$ cat src/rtl/p2s_ctrl.sv
// p2s_ctrl: sequencer for an 8:1 parallel-to-serial bit mux.
// Holds each accepted byte on the mux data inputs and steps the 3-bit select
// once per enabled clock. Back-to-back bytes follow with no gap bit, and tx_en
// stalls the serializer.
module p2s_ctrl #(
  parameter bit MSB_FIRST = 1'b0,
  parameter int CNT_W     = 16
) (
  input  logic             clk,
  input  logic             reset,
  input  logic [7:0]       data_in,
  input  logic             valid_in,
  output logic             ready_out,
  input  logic             tx_en,
  output logic [7:0]       data_hold,
  output logic [2:0]       sel,
  output logic             bit_valid,
  output logic             frame_start,
  output logic             busy,
  output logic [CNT_W-1:0] byte_cnt
);

  // Select walks from SEL_FIRST to SEL_LAST. Adding 3'd7 modulo 8 is the same as subtracting 1.
  localparam logic [2:0] SEL_FIRST = MSB_FIRST ? 3'd7 : 3'd0;
  localparam logic [2:0] SEL_LAST  = MSB_FIRST ? 3'd0 : 3'd7;
  localparam logic [2:0] SEL_STEP  = MSB_FIRST ? 3'd7 : 3'd1;

  typedef enum logic [0:0] {
    ST_IDLE  = 1'b0,
    ST_SHIFT = 1'b1
  } state_t;

  state_t state_r;
  logic   ready_s;
  logic   accept_s;
  logic   last_s;

  assign last_s = (sel == SEL_LAST);

  // Ready depends only on state, tx_en and select, and never on valid_in.
  always_comb begin
    ready_s = 1'b0;
    case (state_r)
      ST_IDLE:  ready_s = 1'b1;
      ST_SHIFT: ready_s = tx_en & last_s;
      default:  ready_s = 1'b0;
    endcase
  end

  assign ready_out = ready_s;
  assign accept_s  = valid_in & ready_s;
  assign busy      = (state_r == ST_SHIFT);

  // Serializer state: loads the byte, steps the select, and produces the bit flags and the byte counter.
  always_ff @(posedge clk or posedge reset) begin
    if (reset) begin
      state_r     <= ST_IDLE;
      data_hold   <= 8'h00;
      sel         <= SEL_FIRST;
      bit_valid   <= 1'b0;
      frame_start <= 1'b0;
      byte_cnt    <= {CNT_W{1'b0}};
    end else begin
      case (state_r)
        ST_IDLE: begin
          if (accept_s) begin
            state_r     <= ST_SHIFT;
            data_hold   <= data_in;
            sel         <= SEL_FIRST;
            bit_valid   <= 1'b1;
            frame_start <= 1'b1;
          end else begin
            bit_valid   <= 1'b0;
            frame_start <= 1'b0;
          end
        end
        ST_SHIFT: begin
          if (!tx_en) begin
            // Stall: hold the byte and the select. frame_start is held so it
            // stays high while the first bit waits.
            bit_valid <= 1'b0;
          end else if (!last_s) begin
            sel         <= sel + SEL_STEP;
            bit_valid   <= 1'b1;
            frame_start <= 1'b0;
          end else begin
            byte_cnt <= byte_cnt + {{(CNT_W-1){1'b0}}, 1'b1};
            if (accept_s) begin
              data_hold   <= data_in;
              sel         <= SEL_FIRST;
              bit_valid   <= 1'b1;
              frame_start <= 1'b1;
            end else begin
              state_r     <= ST_IDLE;
              sel         <= SEL_FIRST;
              bit_valid   <= 1'b0;
              frame_start <= 1'b0;
            end
          end
        end
        default: begin
          state_r     <= ST_IDLE;
          sel         <= SEL_FIRST;
          bit_valid   <= 1'b0;
          frame_start <= 1'b0;
        end
      endcase
    end
  end

endmodule
$ cat config.mk
export PLATFORM = sky130hd
export DESIGN_NAME = p2s_ctrl
export DESIGN_NICKNAME = d
export VERILOG_FILES = /design/src/rtl/p2s_ctrl.sv
export SDC_FILE = /design/constraint.sdc
export NUM_CORES = 1
export LEC_CHECK = 0
export ABC_AREA = 1
export CAP_MARGIN = 20
export CORE_MARGIN = 5
export CORE_UTILIZATION = 40
export CTS_BUF_LIST = sky130_fd_sc_hd__clkbuf_16
export CTS_CLUSTER_DIAMETER = 60
export CTS_CLUSTER_SIZE = 24
export DETAILED_ROUTE_END_ITERATION = 8
export GPL_ROUTABILITY_DRIVEN = 1
export HOLD_SLACK_MARGIN = 0.12
export PLACE_DENSITY = 0.8
export RECOVER_POWER = 25
export SYNTH_ARGS = -nofsm -noshare
export SYNTH_HDL_FRONTEND = slang
export SYNTH_SLANG_ARGS = --single-unit
$ cat constraint.sdc
create_clock -name clk -period 3.05 [get_ports clk]
set_input_delay 0.7625 -clock clk [delete_from_list [all_inputs] [get_ports clk]]
set_output_delay 0.7625 -clock clk [all_outputs]
set_load 0.1 [all_outputs]
==> results of run 1 <==
-- state kept, by name (all words and copies together) (netlist names) --
register	flops
bit_valid	1
busy	1
byte_cnt	16
data_hold	8
frame_start	1
sel	3
-- power groups by stage --
stage | Sequential [mW] | Clock, mW | Combinational [mW]
2_1_floorplan | 1.22 | 0 | 0.146
3_5_place_dp | 0.565 | 0 | 1.04
3_3_place_gp | 0.558 | 0 | 1.02
4_1_cts | 0.562 | 0.464 | 1.04
5_1_grt | 0.575 | 0.484 | 1.06
6_report | 0.561 | 0.450 | 1.02
-- cells by family (layout without fill, tap and decap cells) --
kind of cell	count (synthesis)	in the layout	synth area share (%)
simple gates	68	68	24.0
buf+inv	10	61	2.77
fa+ha+maj	3	3	2.77
mux	8	8	6.65
flops	30	30	55.4
xor+xnor	11	11	7.11
compound gates	3	3	1.29
-- path summary, 6_finish.rpt --
check                       startpoint           end  depth (start not counted)
min                        byte_cnt[9]   byte_cnt[9]                          1
max reg2reg                     sel[0]  data_hold[3]                          6
min in group asynchronous        reset  data_hold[0]                          3
min reg2reg                byte_cnt[9]   byte_cnt[9]                          1
max in group asynchronous        reset   byte_cnt[5]                          3
max                              tx_en     ready_out                          4
-- layout make-up --
class	instances	area (um2)	area share (%)
Sequential cell	30	751	39.3
Inverter	10	37.5	1.97
Multi-Input combinational cell	93	567	29.7
Timing Repair Buffer	43	359	18.8
Tap cell	46	57.6	3.02
Clock buffer	5	125	6.56
Clock inverter	3	11.3	0.590
-- stage by stage --
step / power, mW / util, % / instances
after detailed placement: 1.60 / 53.6 / 222
after floorplan: 1.37 / - / 133
after global routing: 2.12 / 57.6 / 230
final: 2.03 / 57.6 / 230
after CTS: 2.06 / 57.7 / 230
after global placement: 1.58 / 53.6 / 222
-- worst max-delay path: cells and delay by family --
| kind | cells | cell delay, ns |
|---|---|---|
| buffers and inverters | 2 | 0.80 |
| AND/OR/NAND/NOR | 2 | 0.23 |
-- routing by layer --
layer  track usage [%]  vias up
met3              6.73        0
met1              15.8      532
met4              5.71        0
met5                 0        -
li1                  -      528
met2              24.3       32
-- synthesized netlist by cell type (2+ instances only) --
cell	instances	area share, %
nor2_4	2	1.7
nand3_1	7	2.6
mux2_2	8	6.6
nand2_1	41	11
xor2_1	6	3.9
inv_1	10	2.8
nand3b_1	4	2.2
nor2_1	8	2.2
ha_1	3	2.8
xnor2_1	5	3.2
dfrtp_1	30	55
==> impl_metrics.csv, run 1 <==
group,metric,value,unit
status,status,"finished with violations",
status,failed_checks,"capacitance limit, slew limit",
clock_tree,clkTransAtPathRegs,0.05,ns
synthesis,ys_types,20,
global_route,grt_pass1_vias,1153,
clock_tree,postCtsHoldBufs,0,
placed_design,place_area,1780,um2
placed_design,pre_cts_slack,0.482,ns
synthesis,ys_async_sr_fraction,100,%
drt,first_pass_iters,6,
sta,min_period,2.57,ns
sta,hold_violations,0,
clock_tree,clockRootBuffer,"clkbuf_16",
worst_setup_path,r2r_slack,1.26,ns
worst_setup_path,cp_data_arrival_time,1.81,ns
worst_hold_path,hp-class,"reg -> reg",
synthesis,synth_top_flop_cell,"dfrtp_1",
synthesis,synth_nets,148,
clock_tree,cts_setup_buffers,0,
sta,drv_slew,31,
drt,totalWireLength,2.85,mm
clock_tree,clk_latency,0.27,ns
drt,routed-via-count,1092,
synthesis,syn_inst,133,
drt,wire_per_inst,12.4,um
synthesis,netlist_area,1360,um2
clock_tree,ctsResizeCount,0,
pwr,share_comb_of_total_power,50.3,%
pwr,ir_drop,0.000785,V
floorplan,core-area,3310,um2
global_route,antenna_found_initial,0,
pwr,p_sw,1.04,mW
clock_tree,cts_max_level,2,
sta,rsz0062_at_grt,"false",
pwr,power_density,1070,nW/um2
worst_setup_path,cp_slowest_stage_delay,0.60,ns
pwr,pwr-share-seq,27.6,%
drt,drt_iter0_drc,35,
drt,drc_errors,0,
sta,whs,0.496,ns
placed_design,gp_congestion,0.805,
placed_design,hpwl,2.16,mm
finish,fin_nets,198,
floorplan,dieArea,4650,um2
finish,layout-drive-gt1-share,26.6,%
sta,fin_tns_setup,0,ns
drt,highest_layer,"met3",
finish,final_common_cell,"nand2_1",
pwr,p_clk_share,22.1,%
sta,tightestPinTransition,1.54,ns
worst_setup_path,crit_fanout,6,
floorplan,die_w,68.2,um
global_route,grt_max_degree,31,
worst_setup_path,cp-start-kind,"input port",
drt,wl_met1,1.18,mm
drt,wl_met2,1.45,mm
synthesis,synth_edf_count,0,
worst_setup_path,worstSetupEndpointType,"output port",
pwr,cellLeakagePower,0.974,nW
synthesis,yosys_warnings,0,
pwr,p_int,997,uW
synthesis,seq_area_frac_synth,55.4,%
sta,setup_viol,0,
floorplan,start_util,40.9,%
global_route,grt_first_pass_wirelength,4.91,mm
clock_tree,tritoncts,"built",
clock_tree,cts_buffers,5,
pwr,switching_share,51.0,%
placed_design,port_buffers,42,
sta,fin_crit_sh,84.2,%
drt,met3_length,228,um
sta,clock_skew,0.00225,ns
clock_tree,cts.sinks,30,
synthesis,synth.avg_cell_area,10.2,um2
finish,final_area,1910,um2
finish,syn2layout_area_growth,40.8,%
worst_setup_path,critPathSlowestCell,"clkdlybuf4s50_1",
synthesis,ys_ff_latch,30,
sta,fin_ws,0.481,ns
global_route,grt_overflow,0,
worst_setup_path,worstPathRequired,2.29,ns
run,maxCapViolCount,1,
worst_setup_path,worst_path_most_repeated_cell,"nand2_1",
floorplan,num_io_pins,43,
finish,n_fill_cell,305,
worst_setup_path,worstSetupPathType,"in -> out",
worst_setup_path,cp_cell_sequence,"clkdlybuf4s50_1 > nand2_1 > nand2_1 > buf_12",
floorplan,die_h,68.2,um
drt,ant_nets,0,
floorplan,fp-row-count,21,
drt,vias_per_cell,4.75,
finish,diodes,0,
sta,relSlewSlack,-2.34,%
finish,mostFrequentLayoutCells,"nand2_1, dfrtp_1, buf_4",
clock_tree,clockBufferDepth,2,
sta,max_freq,389,MHz
global_route,grt_usage,14.5,%
Note: power is estimated with default switching activity, not from simulation.
==> run 2: changes to the inputs <==
PLACE_DENSITY = 0.82   (was 0.8)
clock period = 2.3 ns   (was 3.05 ns; I/O delays follow)
==> run 2 against run 1 <==
Net effect: sequential power grew 34%; worst setup slack lost 0.29 ns; the flow now finishes without violations; largest cell class unchanged; clock power grew 32%; core utilization grew 1.1 points; clock skew grew 0.0034 ns; total power grew 34%; clock-buffer cell count is the same; cell count grew 0.43%; largest power group unchanged.
==> impl_metrics.csv, run 2 (synthesis results as in run 1) <==
group,metric,value,unit
drt,routed-via-count,1075,
clock_tree,cts_max_level,2,
sta,drv_slew,0,
floorplan,die_w,68.2,um
finish,syn2layout_area_growth,43.5,%
finish,final_area,1940,um2
sta,clock_skew,0.00566,ns
worst_hold_path,holdPathStages,1,
worst_setup_path,r2r_cells,6,
sta,min_period,2.11,ns
drt,first_pass_iters,4,
finish,reg.largest.list,"byte_cnt: 16 flops, data_hold: 8 flops, sel: 3 flops",
clock_tree,clk_latency,0.27,ns
worst_setup_path,worstSetupEndpointType,"output port",
clock_tree,cts.sinks,30,
clock_tree,clockBufferDepth,2,
finish,largest_register_ffs,16,
floorplan,num_io_pins,43,
global_route,grt_pass1_vias,1097,
worst_setup_path,cp-start-kind,"flop",
finish,diodes,0,
worst_setup_path,crit_fanout,4,
worst_setup_path,worstPathRequired,1.73,ns
finish,final_common_cell,"nand2_1",
clock_tree,cts_setup_buffers,0,
clock_tree,postCtsHoldBufs,0,
global_route,grt_overflow,0,
placed_design,port_buffers,42,
global_route,grt_usage,14.8,%
pwr,power_density,1400,nW/um2
sta,rsz0062_at_grt,"false",
global_route,grt_max_degree,23,
pwr,share_comb_of_total_power,50.5,%
placed_design,hpwl,2.20,mm
pwr,p_sw,1.39,mW
pwr,pwr-share-seq,27.6,%
floorplan,fp-row-count,21,
drt,wire_per_inst,12.1,um
worst_setup_path,cp_data_arrival_time,1.54,ns
drt,drt_iter0_drc,24,
placed_design,place_area,1810,um2
pwr,cellLeakagePower,0.995,nW
worst_setup_path,worstSetupPathType,"reg -> out",
pwr,power.total,2.72,mW
floorplan,core-area,3310,um2
clock_tree,cts_buffers,5,
sta,fin_crit_sh,91.8,%
drt,vias_per_cell,4.65,
floorplan,start_util,40.9,%
clock_tree,clkTransAtPathRegs,0.05,ns
run,maxCapViolCount,0,
clock_tree,clockRootBuffer,"clkbuf_16",
worst_setup_path,r2r-end,"data_hold[2]",
finish,layout-drive-gt1-share,30.3,%
sta,relSlewSlack,74.4,%
floorplan,dieArea,4650,um2
sta,tightestPinTransition,0.384,ns
worst_setup_path,r2r_start,"sel[0]",
sta,hold_violations,0,
drt,ant_nets,0,
drt,drc_errors,0,
sta,setup_viol,0,
placed_design,gp_congestion,0.781,
finish,regMostFlops,"byte_cnt",
pwr,p_int,1.34,mW
floorplan,die_h,68.2,um
drt,totalWireLength,2.80,mm
global_route,antenna_found_initial,0,
pwr,ir_drop,0.00126,V
pwr,p_clk_share,21.9,%
worst_hold_path,hp-start,"byte_cnt[9]",
clock_tree,ctsResizeCount,0,
pwr,switching_share,50.9,%
worst_setup_path,r2r_slack,0.55,ns
sta,fin_tns_setup,0,ns
sta,whs,0.493,ns
worst_hold_path,min_to,"byte_cnt[9]",
global_route,grt_first_pass_wirelength,4.90,mm
sta,max_freq,474,MHz
status,status,"complete, no violations",
finish,mostFrequentLayoutCells,"nand2_1, buf_4, dfrtp_1",
clock_tree,tritoncts,"built",
worst_hold_path,hp-class,"reg -> reg",
finish,fin_nets,199,
## run 2: cell count changes in the layout (fill, tap and decap cells not counted)
cell,delta
buf_12,+1
nand2_1,-1
nand2_4,+1
dfrtp_1,-4
clkinv_1,-3
inv_1,+3
clkbuf_1,-1
dfrtp_2,+4
buf_4,+1
## run 2: worst max-delay path by stage
stage                 from           end  cells past startpoint
CTS                 sel[0]     ready_out                      5
global route        sel[0]     ready_out                      5
detailed placement   tx_en  byte_cnt[13]                      9
finish              sel[0]     ready_out                      5
global placement     tx_en     ready_out                      4
floorplan           sel[0]  data_hold[0]                      6
## run 2: critical path: stages, from the launching register on
cell	delay [ns]
dfrtp_2	0.42
ha_1	0.21
ha_1	0.25
nand2_1	0.12
nand2_4	0.08
buf_12	0.17
## run 2: routing by layer
metal	track usage, %	part of all wire [%]	up-vias
met1	17.2	42	492
met2	21.9	46	40
met4	10.2	3.1	0
met5	0	0	-
li1	-	-	534
met3	6.24	9.4	9
## run 2: layout make-up
class                      count  area [um2]
fill                         283        1370
timing repair buffer          44         383
clock buffer                   5         125
inverter                      10        37.5
multi-input combinational     93         574
clock inverter                 3        11.3
sequential                    30         756
tap                           46        57.6
## run 2: power groups by stage
stage | logic, mW | registers (mW) | clock network, mW
final | 1.37 | 0.753 | 0.595
after global routing | 1.43 | 0.775 | 0.631
after CTS | 1.39 | 0.754 | 0.610
after detailed placement | 1.38 | 0.757 | 0
after global placement | 1.36 | 0.749 | 0
after floorplan | 0.196 | 1.63 | 0
## run 2: through the flow
step	worst slack, ns	util (%)	instances
final	0.189	58.7	231
after global routing	0.0963	58.7	231
after detailed placement	0.282	54.6	223
after CTS	0.187	58.7	231
after floorplan	0.153	-	133
after global placement	0.321	54.6	223
==> run 3: changes to the inputs <==
CTS_CLUSTER_DIAMETER = default   (was 60)
REMOVE_ABC_BUFFERS = 1   (was default)
==> run 3 against run 2 <==
Net effect: wire length grew 11%; critical path depth is the same; sequential share of layout area grew 0.12 points; global-route usage grew 0.34 points; worst setup slack lost 0.061 ns; cell area shrank 0.96%.
==> impl_metrics.csv, run 3 (synthesis results as in run 1) <==
group,metric,value,unit
drt,totalWireLength,3.10,mm
worst_setup_path,worstSetupEndpointType,"output port",
drt,routed-via-count,1100,
sta,relSlewSlack,40.3,%
finish,layout-drive-gt1-share,27.6,%
run,maxCapViolCount,0,
sta,hold_violations,0,
finish,reg.largest.list,"byte_cnt: 16 flops, data_hold: 8 flops, sel: 3 flops",
worst_setup_path,r2r_slack,0.48,ns
pwr,power.total,2.73,mW
placed_design,hpwl,2.34,mm
finish,fin_nets,199,
sta,fin_crit_sh,94.4,%
finish,regMostFlops,"byte_cnt",
placed_design,pre_cts_slack,0.235,ns
floorplan,dieArea,4650,um2
finish,syn2layout_area_growth,42.1,%
drt,first_pass_iters,4,
global_route,grt_max_degree,21,
global_route,antenna_found_initial,0,
clock_tree,clockRootBuffer,"clkbuf_16",
clock_tree,clk_latency,0.27,ns
worst_hold_path,hp-class,"reg -> reg",
clock_tree,cts_max_level,2,
clock_tree,cts_setup_buffers,0,
global_route,grt_pass1_vias,1147,
clock_tree,clockBufferDepth,2,
clock_tree,ctsResizeCount,0,
worst_setup_path,cp_data_arrival_time,1.60,ns
finish,diodes,0,
floorplan,die_w,68.2,um
placed_design,gp_congestion,0.743,
status,status,"complete, no violations",
drt,drt_iter0_drc,13,
drt,drc_errors,0,
drt,vias_per_cell,4.76,
sta,rsz0062_at_grt,"false",
pwr,ir_drop,0.00147,V
sta,clock_skew,0.00518,ns
clock_tree,clkTransAtPathRegs,0.05,ns
floorplan,core-area,3310,um2
worst_setup_path,worstSetupPathType,"reg -> out",
floorplan,fp-row-count,21,
placed_design,port_buffers,42,
drt,ant_nets,0,
global_route,grt_usage,15.1,%
finish,n_fill_cell,304,
pwr,power_density,1420,nW/um2
global_route,grt_overflow,0,
sta,drv_slew,0,
drt,wire_per_inst,13.4,um
clock_tree,postCtsHoldBufs,0,
clock_tree,tritoncts,"built",
worst_setup_path,cp-start-kind,"flop",
pwr,cellLeakagePower,0.997,nW
finish,utilization,58.2,%
sta,setup_viol,0,
sta,max_freq,461,MHz
clock_tree,cts_buffers,5,
sta,tightestPinTransition,0.894,ns
global_route,grt_first_pass_wirelength,5.14,mm
worst_setup_path,crit_fanout,4,
floorplan,start_util,40.9,%
finish,largest_register_ffs,16,
finish,final_common_cell,"nand2_1",
finish,mostFrequentLayoutCells,"nand2_1, buf_4, dfrtp_1",
floorplan,num_io_pins,43,
sta,fin_ws,0.129,ns
sta,min_period,2.17,ns
floorplan,die_h,68.2,um
worst_setup_path,worstPathRequired,1.73,ns
clock_tree,cts.sinks,30,
[run 3: worst paths after layout]
check,startpoint,end,cells after the start
min,data_hold[0],data_hold[0],1
max in group asynchronous,reset,byte_cnt[9],3
max,sel[0],ready_out,5
max reg2reg,sel[0],data_hold[2],6
min reg2reg,data_hold[0],data_hold[0],1
min in group asynchronous,reset,data_hold[6],2
[run 3: layout make-up]
class                      instances  area [um2]  share of cell area (%)
clock inverter                     3        12.5                   0.650
multi-input combinational         93         567                    29.4
sequential                        30         751                    39.0
inverter                          10        37.5                    1.95
tap                               46        57.6                    2.99
timing repair buffer              44         375                    19.5
clock buffer                       5         125                    6.50
[run 3: metrics by stage]
stage          instances  cell area, um2  TNS [ns]  hold slack [ns]
6_report             231            1930         0            0.504
5_1_grt              231            1930         0            0.537
4_1_cts              231            1930         0            0.507
3_5_place_dp         223            1800         0            0.496
3_3_place_gp         223            1800         0            0.481
2_1_floorplan        133            1360     -6.04            0.666
[run 3: where the power goes]
group / total (mW) / internal [mW] / switching (mW)
combinational: 1.37 / 0.288 / 1.08
clock: 0.604 / 0.389 / 0.214
sequential: 0.750 / 0.651 / 0.0989
total: 2.73 / 1.33 / 1.40
[run 3: metal layers]
layer,wire length (um),part of all wire (%),up-vias,global-route usage [%]
li1,-,-,532,-
met1,1170,38,528,17.5
met2,1640,53,34,25.3
met3,230,7.4,6,4.60
met4,53,1.7,0,7.44
met5,0,0,-,0
[run 3: worst max-delay path, stage by stage (launching register included)]
cell     delay [ns]
dfrtp_1        0.41
ha_1           0.22
ha_1           0.26
nand2_1        0.09
nand2_1        0.13
buf_12         0.21
